File: config.mk
export PLATFORM = sky130hd
export DESIGN_NAME = seg7_scan_driver
export DESIGN_NICKNAME = d
export VERILOG_FILES = /design/src/rtl/seg7_pkg.sv /design/src/rtl/seg7_hex_font.sv /design/src/rtl/seg7_scan_driver.sv
export SDC_FILE = /design/constraint.sdc
export NUM_CORES = 1
export LEC_CHECK = 0
export CORE_MARGIN = 4
export CORE_UTILIZATION = 30
export DETAILED_ROUTE_END_ITERATION = 8
export GPL_TIMING_DRIVEN = 0
export MAX_ROUTING_LAYER = met4
export SLEW_MARGIN = 0
export SYNTH_ARGS = -nofsm -noshare
export SYNTH_HDL_FRONTEND = slang
export SYNTH_SLANG_ARGS = --single-unit
File: constraint.sdc
create_clock -name clk -period 4.04 [get_ports clk]
set_input_delay 0.808 -clock clk [delete_from_list [all_inputs] [get_ports clk]]
set_output_delay 0.808 -clock clk [all_outputs]
set_load 0.005 [all_outputs]
File: src/rtl/seg7_pkg.sv
// seg7_pkg: shared segment constants, hex glyph table and scan FSM states
package seg7_pkg;

    localparam logic [7:0] SEG_OFF = 8'hFF;

    localparam logic [127:0] FONT = {
        8'h8E, 8'h86, 8'hA1, 8'hC6, 8'h83, 8'h88, 8'h90, 8'h80,
        8'hF8, 8'h82, 8'h92, 8'h99, 8'hB0, 8'hA4, 8'hF9, 8'hC0
    };

    typedef enum logic [1:0] {IDLE, SHOW, GAP} scan_state_e;

    function automatic logic [6:0] hex_font(input logic [3:0] n);
        return FONT[{n, 3'b000} +: 7];
    endfunction

endpackage

File: src/rtl/seg7_hex_font.sv
// seg7_hex_font: nibble plus decimal point to active-low {dp,g..a} pattern
module seg7_hex_font
    import seg7_pkg::*;
(
    input  logic [3:0] nib,
    input  logic       dp,
    output logic [7:0] seg
);

    assign seg = {~dp, hex_font(nib)};

endmodule

File: src/rtl/seg7_scan_driver.sv
// seg7_scan_driver: double-buffered N-digit scanned 7-seg driver with dead-time gap; optional LZ_SUPPRESS_EN
module seg7_scan_driver
    import seg7_pkg::*;
#(
    parameter  int DIGITS   = 8,
    parameter  int CLK_DIV  = 100000,
    parameter  int DEAD_CYC = 16,
    localparam int IDX_W    = $clog2(DIGITS)
) (
    input  logic                  clk,
    input  logic                  rst_n,
    input  logic                  en,
    input  logic                  load,
    input  logic [4*DIGITS-1:0]   data,
    input  logic [DIGITS-1:0]     dp,
    input  logic [DIGITS-1:0]     blank,
    output logic [7:0]            seg,
    output logic [DIGITS-1:0]     an,
    output logic [IDX_W-1:0]      digit_idx,
    output logic                  frame_done
);

    localparam int MAXC  = CLK_DIV > DEAD_CYC ? CLK_DIV : DEAD_CYC;
    localparam int CNT_W = $clog2(MAXC + 1);

    scan_state_e          st_q, st_d;
    logic [CNT_W-1:0]     cnt_q, cnt_d;
    logic [IDX_W-1:0]     idx_q, idx_d;
    logic [4*DIGITS-1:0]  sh_data_q, sh_data_d, act_data_q, act_data_d;
    logic [DIGITS-1:0]    sh_dp_q, sh_dp_d, act_dp_q, act_dp_d;
    logic [DIGITS-1:0]    sh_blank_q, sh_blank_d, act_blank_q, act_blank_d;
    logic [7:0]           seg_q, seg_d, glyph;
    logic [DIGITS-1:0]    an_q, an_d, sup;
    logic                 fd_q, fd_d, refresh, last;

    assign last = idx_q == IDX_W'(DIGITS - 1);

    always_comb begin
        st_d    = st_q;
        cnt_d   = cnt_q + 1'b1;
        idx_d   = idx_q;
        fd_d    = 1'b0;
        refresh = 1'b0;
        if (!en) begin
            st_d  = IDLE;
            cnt_d = '0;
            idx_d = '0;
        end else begin
            case (st_q)
                IDLE: begin
                    st_d    = SHOW;
                    cnt_d   = '0;
                    idx_d   = '0;
                    refresh = 1'b1;
                end
                SHOW: if (cnt_q == CNT_W'(CLK_DIV - 1)) begin
                    st_d  = GAP;
                    cnt_d = '0;
                end
                GAP: if (cnt_q == CNT_W'(DEAD_CYC - 1)) begin
                    st_d    = SHOW;
                    cnt_d   = '0;
                    idx_d   = last ? '0 : idx_q + 1'b1;
                    fd_d    = last;
                    refresh = last;
                end
                default: st_d = IDLE;
            endcase
        end
    end

    // a load coinciding with a refresh lands in active directly via the shadow's next value
    assign sh_data_d   = load ? data  : sh_data_q;
    assign sh_dp_d     = load ? dp    : sh_dp_q;
    assign sh_blank_d  = load ? blank : sh_blank_q;
    assign act_data_d  = refresh ? sh_data_d  : act_data_q;
    assign act_dp_d    = refresh ? sh_dp_d    : act_dp_q;
    assign act_blank_d = refresh ? sh_blank_d : act_blank_q;

`ifdef LZ_SUPPRESS_EN
    logic run;
    always_comb begin
        sup = '0;
        run = 1'b1;
        for (int i = DIGITS - 1; i > 0; i--) begin
            run    = run & (act_data_d[4*i +: 4] == 4'h0) & ~act_dp_d[i];
            sup[i] = run;
        end
    end
`else
    assign sup = '0;
`endif

    seg7_hex_font u_font (
        .nib (act_data_d[4*idx_d +: 4]),
        .dp  (act_dp_d[idx_d]),
        .seg (glyph)
    );

    assign seg_d = (st_d == SHOW && !(act_blank_d[idx_d] | sup[idx_d])) ? glyph : SEG_OFF;
    assign an_d  = st_d == SHOW ? ~(DIGITS'(1) << idx_d) : '1;

    always_ff @(posedge clk or negedge rst_n) begin
        if (!rst_n) begin
            st_q        <= IDLE;
            cnt_q       <= '0;
            idx_q       <= '0;
            fd_q        <= 1'b0;
            seg_q       <= SEG_OFF;
            an_q        <= '1;
            sh_data_q   <= '0;
            sh_dp_q     <= '0;
            sh_blank_q  <= '0;
            act_data_q  <= '0;
            act_dp_q    <= '0;
            act_blank_q <= '0;
        end else begin
            st_q        <= st_d;
            cnt_q       <= cnt_d;
            idx_q       <= idx_d;
            fd_q        <= fd_d;
            seg_q       <= seg_d;
            an_q        <= an_d;
            sh_data_q   <= sh_data_d;
            sh_dp_q     <= sh_dp_d;
            sh_blank_q  <= sh_blank_d;
            act_data_q  <= act_data_d;
            act_dp_q    <= act_dp_d;
            act_blank_q <= act_blank_d;
        end
    end

    assign seg        = seg_q;
    assign an         = an_q;
    assign digit_idx  = idx_q;
    assign frame_done = fd_q;

endmodule

# [Word-level counts from Yosys, hierarchy flattened]
# Memory sizes are Yosys's and may differ from the RTL's.
# Cells that the tools add are included.
[word_totals] ff_bits=135 rom_bits=8 inputBits=52 out_inout_bits=20 wordCells=61 mem_count=1
[classes] add_sub_neg=2 magnitude_cmp=1 eq_ne=6 shift=3 mux=30 bitwise=3 reduce_logical=3
[mem_list] memory="(no name shown)" words=8 word_bits=1 rd=1 rd_ports_with_merged_regs=0 wr=0 line="seg7_scan_driver.sv:100" source="assign seg_d = (st_d == SHOW && !(act_blank_d[idx_d] | sup[idx_d])) ? glyph : SEG_OFF;"
[ops] op="variable part select 128 x 8 -> 7 bit, first input constant" n=1
[ops] op="2-to-1 mux 32 bit" n=2
[ops] op="2-to-1 mux 17 bit" n=3
[ops] op="one-hot mux 17 bit (3 select lines)" n=1
[ops] op="2-to-1 mux 8 bit" n=6
[ops] op="variable part select 32 x 6 -> 4 bit" n=1
[ops] op="adder 17 x 1 -> 17 bit, second input constant" n=1
[ops] op="equality test 17 bit, second input constant" n=1
[ops] op="equality test 17 x 4 -> 1 bit, second input constant" n=1
[ops] op="2-to-1 mux 3 bit" n=3
[ops] op="NOT 8 bit" n=1
[ops] op="left shift 1 x 3 -> 8 bit, first input constant" n=1
[ops] op="2-to-1 mux 1 bit" n=7
[ops] op="binary-select mux 1 bit (select 3 bit)" n=2
[ops] op="2-to-1 mux 2 bit" n=3
[ops] op="one-hot mux 2 bit (3 select lines)" n=1
[ops] op="one-hot mux 3 bit (2 select lines)" n=1
[ops] op="equality test 2 x 1 -> 1 bit, second input constant" n=2
[ops] op="less-than comparator 3 x 4 -> 1 bit, second input constant" n=1
[ops] op="adder 3 x 1 -> 3 bit, second input constant" n=1
[ops] op="equality test 3 bit, second input constant" n=1
[ops] op="equality test 2 bit, second input constant" n=1
[ops] op="zero test 2 bit" n=1
[ops] op="one-hot mux 1 bit (2 select lines)" n=1
[ops] op="4 further kinds" n=4

# [Logic depth before layout (Yosys ltp)]
# Gate-level depths: netlist (run 1).
[depth] ltp_word=11 ltp_mapped=18 mapped_depth_nobuf=14

# [By module]
# Synthesis (run 1) repeated with hierarchy kept, for this count alone.
[hier_totals] cells_unflattened=454 area_unflattened_um2=6088.3
[modules_own_cells] module="seg7_scan_driver" instances=1 cells_each=417 area_each_um2=5831.8 seq_area_each_um2=3398.3
[modules_own_cells] module="seg7_hex_font" instances=1 cells_each=37 area_each_um2=256.5 seq_area_each_um2=0.0

# [Least setup slack after synthesis (run 1)]
# Ideal clock, no wire load.
[synth_timing] kind="in2reg" start="input load" end="register seg_q[3], in the netlist seg[3]" setup_time_ns=0.086 t_arrival_ns=3.225 setup_slack_ns=0.729 stages=13 cell_sequence="buf_2 buf_2 buf_2 mux2_2 mux2_2 a32oi_1 o21ai_0 o2bb2ai_2 inv_1 ha_1 mux2i_1 and3_1 a31oi_1"
[synth_rtl] element="start, declared" line="seg7_scan_driver.sv:13" source="input logic load,"
[synth_rtl] element="2-to-1 mux 32 bit" line="seg7_scan_driver.sv:73" source="assign sh_data_d = load ? data : sh_data_q;"
[synth_rtl] element="named net sh_data_d[1]" line="seg7_scan_driver.sv:29" source="logic [4*DIGITS-1:0] sh_data_q, sh_data_d, act_data_q, act_data_d;"
[synth_rtl] element="2-to-1 mux 32 bit" line="seg7_scan_driver.sv:76" source="assign act_data_d = refresh ? sh_data_d : act_data_q;"
[synth_rtl] element="named net act_data_d[1]" line="seg7_scan_driver.sv:29"
[synth_rtl] element="variable part select 32 x 6 -> 4 bit" line="seg7_scan_driver.sv:95" source=".nib (act_data_d[4*idx_d +: 4]),"
[synth_rtl] element="variable part select 128 x 8 -> 7 bit" line="seg7_pkg.sv:14" source="return FONT[{n, 3'b000} +: 7];"
[synth_rtl] element="2-to-1 mux 8 bit" line="seg7_scan_driver.sv:100"
[synth_rtl] element="named net seg_d[3]" line="seg7_scan_driver.sv:32" source="logic [7:0] seg_q, seg_d, glyph;"
[synth_rtl] element="end signal, assigned" line="seg7_scan_driver.sv:122" source="seg_q <= seg_d;"
[synth_rtl] element="end, declared" line="seg7_scan_driver.sv:32"
# The timed path passes the listed nets, and every way through them passes these cells. The select of a mux whose other input is x is not followed.

# [Final worst setup path (run 1)]
[layout_timing] start="register idx_q[0], in the netlist digit_idx[0]" end="register seg_q[3], in the netlist seg[3]"
[layout_between] elab_chain_len=11
[layout_rtl] element="start, declared" line="seg7_scan_driver.sv:28" source="logic [IDX_W-1:0] idx_q, idx_d;"
[layout_rtl] element="start signal, assigned" line="seg7_scan_driver.sv:120" source="idx_q <= idx_d;"
[layout_rtl] element="parallel branches: the longest is 10 deep, another holds adder 3 x 1 -> 3 bit"
[layout_rtl] element="2-to-1 mux 8 bit *" line="seg7_scan_driver.sv:100"
[layout_rtl] element="named net seg_d[3]" line="seg7_scan_driver.sv:32"
# Mark *: on every way through the listed nets, which the timed path passes. The select of a mux whose other input is x is not followed.

==> results.py, run 1 <==
metrics = {
    "yosys": {
        "avgSynthCellArea_um2": 12.6,
        "seq_area_frac_synth": 0.552,
        "synth-compound-area-share": 0.0875,
        "synth_area_leaders": "dfrtp_1 48%, mux2_2 14%, dfstp_2 6.8%",
        "synth_mux_area_frac": 0.180,
        "yosysWarningCount": 0,
        "netlist_area_um2": 6150,
        "synth_top_area_cell": "dfrtp_1",
        "synth_cell_type_count": 68,
        "syn_inst": 490,
        "yosys.area_share.simple": 0.103,
        "async_reset_ff_frac": 1.00,
        "synth_edf_count": 0,
        "synth_top_family_by_area": "multiplexers",
        "syn-num-nets": 551,
        "synth_xor_area_frac": 0.0214,
        "synthAdderAreaFrac": 0.0183,
        "post-synth-top-area-fraction": 0.484,
        "ys_seq_elements": 135,
        "synthFlopType": "dfrtp_1",
    },
    "floorplan": {
        "placementRows": 52,
        "pin_count": 72,
        "die-area_um2": 22900,
        "core_area_um2": 20200,
        "fp.dieH_um": 151,
        "die_w_um": 151,
        "initial_utilization": 0.304,
    },
    "pwr": {
        "total_power_w": 0.00377,
        "vdd_ir_drop_max_mv": 0.277,
        "leakagePower_nw": 3.28,
        "power_density_nw_per_um2": 479,
    },
    "cts": {
        "cts_sinks": 135,
        "numCtsBuffers": 17,
        "hold_buffers": 0,
        "root_buffer": "clkbuf_16",
        "clk_pin_slew_worst_paths_ps": 60,
        "cts_tree": "built",
        "cts_buffer_depth": 2,
        "htree_levels": 4,
        "post-cts-setup-buffer-count": 0,
        "clock_latency_ps": 420,
    },
    "routing": {
        "post_drt_via_cell_ratio": 4.69,
        "drtAntennaViolNets": 0,
        "drt_wl_total_mm": 14.3,
        "vias": 4056,
        "drtIter0Drc": 225,
        "drc_errors": 0,
        "routedWlPerCell_um": 16.5,
        "first_pass_iters": 4,
    },
    "timing": {
        "rsz0062_at_grt": "no",
        "fmax_mhz": 263,
        "fin_worst_skew_ps": 16.9,
        "relSlewSlack": 0.616,
        "hold_viol": 0,
        "setup_violations": 0,
        "tightest_slew_ps": 576,
        "period_share": 0.942,
        "slew_violations": 0,
        "period_minus_slack_ps": 3810,
    },
    "critical_path": {
        "path_class": "reg2reg",
        "reg2reg_depth": 14,
        "start_kind": "register",
        "rr_startpoint": "digit_idx[0]",
        "end_kind": "register",
        "r2r-end": "seg[3]",
        "rrSetupSlack_ps": 230,
        "cp_max_fo": 10,
        "arrival_ps": 4140,
        "required_ps": 4370,
    },
    "final_layout": {
        "final_core_util": 0.389,
        "drive_gt1_frac": 0.283,
        "diodes": 0,
        "finish.net_count": 642,
        "fin_cells": 864,
        "syn_to_final_growth_pct": 27.8,
        "mostFrequentLayoutCells": "119 x dfrtp_1, 75 x mux2_2, 70 x clkdlybuf4s50_1, 40 x nor2_1, 30 x nand2_1",
        "layout_commonest_cell": "dfrtp_1",
        "fill_cells": 1913,
    },
    "global_route": {
        "globalRoute.totalOverflow": 0,
        "grt_max_degree": 83,
        "grt_util_all_layers": 0.135,
        "antenna_found_initial": 0,
        "grt_pass1_vias": 4381,
        "grt_pass1_wl_mm": 22.9,
    },
    "placement": {
        "globalplace.congestion": 0.818,
        "io_buffer_count": 71,
        "dp_hpwl_mm": 10.1,
        "dp.cells": 832,
    },
    "flow_run": {
        "drv_cap": 0,
    },
    "hold_path": {
        "hp-class": "in2async",
    },
    "run_status": {
        "status": "finished, final reports clean",
    },
}
## worst max path at each step
| stage | slack, ps | endpoint | start | cells past startpoint |
|---|---|---|---|---|
| after floorplan | 730 | seg[3] | load | 13 |
| after global placement | -2970 | sh_dp_q[5] | rst_n | 1 |
| after detailed placement | -460 | seg[3] | load | 14 |
| after CTS | 20 | seg[3] | load | 13 |
| after global routing | 50 | seg[3] | load | 14 |
| final | 230 | seg[3] | digit_idx[0] | 14 |
## synthesized netlist by cell type (all sizes together) (7+ instances only)
library cell  instances
a21oi                14
dfstp                16
o21ai                 9
nand3                17
o22ai                 7
inv                  15
nand2                30
ha                    9
mux2                 82
xnor2                 7
xor2                  8
mux2i                16
nor2                 40
buf                  22
dfrtp               119
## critical path: stages, from the launching register on
cell and delay, ps:
dfrtp_1 450, ha_1 230, ha_1 210, nor4b_1 500, a311oi_4 260, or2b_4 350
buf_2 210, nor2_1 170, a32oi_1 90, a2bb2oi_2 370, inv_1 180, ha_1 340
nor2_1 110, a21oi_1 50, a31oi_1 200
## final cells by class
class,count,area (µm²),share of cell area
clock inverters,8,146,0.0186
flip-flops and latches,135,3400,0.432
plain buffers,25,189,0.0240
clock buffers,24,462,0.0587
multi-input cells,315,2530,0.322
inverters,15,58.8,0.00748
repair buffers,72,739,0.0940
well taps,270,338,0.0430
## kinds of logic after synthesis
family / after synthesis
AOI/OAI and AO/OA: 67
muxes: 98
adders and majority gates: 9
DFF: 135
xor gates and xnor gates: 15
buffers and inverters: 40
and+or+nand+nor: 126
## layer usage
metal	up-vias	GRT usage	wire (µm)
met5	-	-	0
met4	0	0.0449	218
met3	27	0.0434	770
li1	1909	-	-
met2	91	0.210	6810
met1	2029	0.165	6490
## stage by stage
stage	hold WS [ps]	area, µm²	setup WS, ps	setup TNS, ps
2_1_floorplan	433	6150	729	0
3_3_place_gp	449	7200	-2970	-375680
3_5_place_dp	469	7230	-463	-2510
4_1_cts	350	7840	20.7	0
5_1_grt	377	7870	47.4	0
6_report	351	7870	233	0
## power by group
part	internal, W	leakage, nW	total (W)	switching, W
Combinational	0.000304	1.38	0.000586	0.000282
Clock	0.00105	0.292	0.00160	0.000555
Sequential	0.00153	1.60	0.00158	0.0000475
Total	0.00288	3.28	0.00377	0.000885
## sequential cells by signal (all words and copies together) (netlist names)
name	flops
cnt_q	17
act_data_q	32
sh_dp_q	8
sh_blank_q	8
st_q	2
frame_done	1
digit_idx	3
seg	8
act_dp_q	8
sh_data_q	32
an	8
act_blank_q	8
## what timing repair did
| item | CTS | global route |
|---|---|---|
| gates resized for setup | 1 | 6 |
| pin swaps | 1 | 1 |
| setup endpoints to repair | 1 | 5 |
Note: power is estimated with default switching activity, not from simulation.
==> inputs of run 2 (changes only) <==
Settings changed: GPL_TIMING_DRIVEN 0 to default.
==> run 2 against run 1 <==
Net effect: non-clock buffer count decreased by 10; flip-flop and latch count unchanged; clock skew decreased by 9.3 ps; critical path type unchanged; highest routed layer unchanged.
==> results.py, run 2 (synthesis results as in run 1) <==
metrics = {
    "run_status": {
        "status": "finished, final reports clean",
    },
    "routing": {
        "post_drt_via_cell_ratio": 4.59,
        "drc_errors": 0,
        "first_pass_iters": 4,
        "vias": 3923,
        "drtAntennaViolNets": 0,
        "drt_wl_total_mm": 14.0,
        "routedWlPerCell_um": 16.4,
        "drtIter0Drc": 188,
    },
    "timing": {
        "period_minus_slack_ps": 3600,
        "period_share": 0.892,
        "fin_ws_ps": 438,
        "tightest_slew_ps": 849,
        "fin_worst_skew_ps": 7.56,
        "hold_viol": 0,
        "relSlewSlack": 0.434,
        "fmax_mhz": 278,
        "slew_violations": 0,
        "setup_violations": 0,
        "setup_tns_ps": 0,
        "rsz0062_at_grt": "no",
    },
    "placement": {
        "io_buffer_count": 71,
        "dp_hpwl_mm": 10.1,
        "dp.cells": 822,
        "place_area_um2": 7150,
        "dp_slack_ps": 196,
        "globalplace.congestion": 0.839,
    },
    "final_layout": {
        "final_core_util": 0.384,
        "diodes": 0,
        "drive_gt1_frac": 0.286,
        "finish.net_count": 632,
        "fin_cells": 854,
        "fin_area_um2": 7760,
        "mostFrequentLayoutCells": "119 x dfrtp_1, 75 x mux2_2, 69 x clkdlybuf4s50_1, 40 x nor2_1, 30 x nand2_1",
        "reg_top3": "act_data_q: 32 flops, sh_data_q: 32 flops, cnt_q: 17 flops",
        "syn_to_final_growth_pct": 26.2,
        "layout_commonest_cell": "dfrtp_1",
    },
    "cts": {
        "post-cts-setup-buffer-count": 0,
        "cts_tree": "built",
        "hold_buffers": 0,
        "clock_latency_ps": 410,
        "cts_buffer_depth": 2,
        "root_buffer": "clkbuf_16",
        "htree_levels": 4,
        "cts_sinks": 135,
        "numCtsBuffers": 17,
        "clk_pin_slew_worst_paths_ps": 60,
        "ctsResizeCount": 0,
    },
    "critical_path": {
        "rrSetupSlack_ps": 440,
        "cp_max_fo": 13,
        "start_kind": "register",
        "path_class": "reg2reg",
        "rr_startpoint": "digit_idx[0]",
        "reg2reg_depth": 13,
        "required_ps": 4370,
        "r2r-end": "seg[3]",
        "arrival_ps": 3930,
        "end_kind": "register",
    },
    "floorplan": {
        "die-area_um2": 22900,
        "core_area_um2": 20200,
        "die_w_um": 151,
        "initial_utilization": 0.304,
        "placementRows": 52,
        "pin_count": 72,
        "fp.dieH_um": 151,
    },
    "hold_path": {
        "hp-class": "reg2reg",
        "whs_path_depth": 1,
        "min_to": "cnt_q[0]",
        "min-delay-start": "cnt_q[0]",
    },
    "pwr": {
        "power_density_nw_per_um2": 480,
        "leakagePower_nw": 3.23,
        "vdd_ir_drop_max_mv": 0.297,
    },
    "global_route": {
        "antenna_found_initial": 0,
        "grt_pass1_vias": 4283,
        "grt_max_degree": 73,
        "globalRoute.totalOverflow": 0,
        "grt_util_all_layers": 0.134,
        "grt_pass1_wl_mm": 23.0,
    },
    "flow_run": {
        "drv_cap": 0,
    },
}
[run 2: cell count changes in the layout (fill, tap and decap cells not counted), moves of 2 or more]
| cell | delta |
|---|---|
| buf_6 | -7 |
| buf_4 | +12 |
| clkbuf_8 | +2 |
| clkinvlp_4 | +2 |
| clkbuf_1 | -8 |
| buf_2 | -6 |
| clkbuf_4 | -4 |
| inv_6 | +2 |
[run 2: power by group]
part           internal (W)  switching, W  leakage, nW
registers           0.00153     0.0000532         1.60
logic              0.000292      0.000261         1.33
clock network       0.00102      0.000574        0.296
total               0.00284      0.000889         3.23
[run 2: worst max-delay path by stage]
stage	startpoint	end	slack, ps	depth (start not counted)
2_1_floorplan	load	seg[3]	730	13
3_3_place_gp	en	seg[3]	270	12
3_5_place_dp	en	seg[3]	200	12
4_1_cts	digit_idx[0]	seg[3]	400	13
5_1_grt	cnt_q[0]	seg[3]	190	13
6_report	digit_idx[0]	seg[3]	440	13
[run 2: metal layers]
layer | part of all wire | routed length [µm] | track usage | vias to the layer above
li1 | - | - | - | 1890
met1 | 0.48 | 6740 | 0.174 | 1956
met2 | 0.46 | 6480 | 0.206 | 66
met3 | 0.045 | 626 | 0.0380 | 11
met4 | 0.013 | 180 | 0.0363 | 0
met5 | 0 | 0 | - | -
[run 2: stage by stage]
| stage | power, W | hold WS (ps) |
|---|---|---|
| global placement | 0.00215 | 447 |
| floorplan | 0.00196 | 433 |
| detailed placement | 0.00217 | 475 |
| CTS | 0.00378 | 483 |
| finish | 0.00373 | 478 |
| global route | 0.00392 | 498 |
[run 2: area by class of cell]
class                   instances  area (µm²)
flip-flops and latches        135        3400
well taps                     270         338
inverters                      15        58.8
clock inverters                11         145
multi-input cells             315        2520
repair buffers                 87         836
clock buffers                  21         470
fillers                      1912       12500
[run 2: critical path, stage by stage, from the launching register on]
cell	delay, ps
dfrtp_1	460
ha_1	240
ha_1	210
nor4b_1	500
a311oi_4	250
or2b_4	400
inv_4	130
mux2i_1	240
a2bb2oi_2	280
inv_1	150
ha_1	310
nor2_1	110
a21oi_1	50
a31oi_1	200
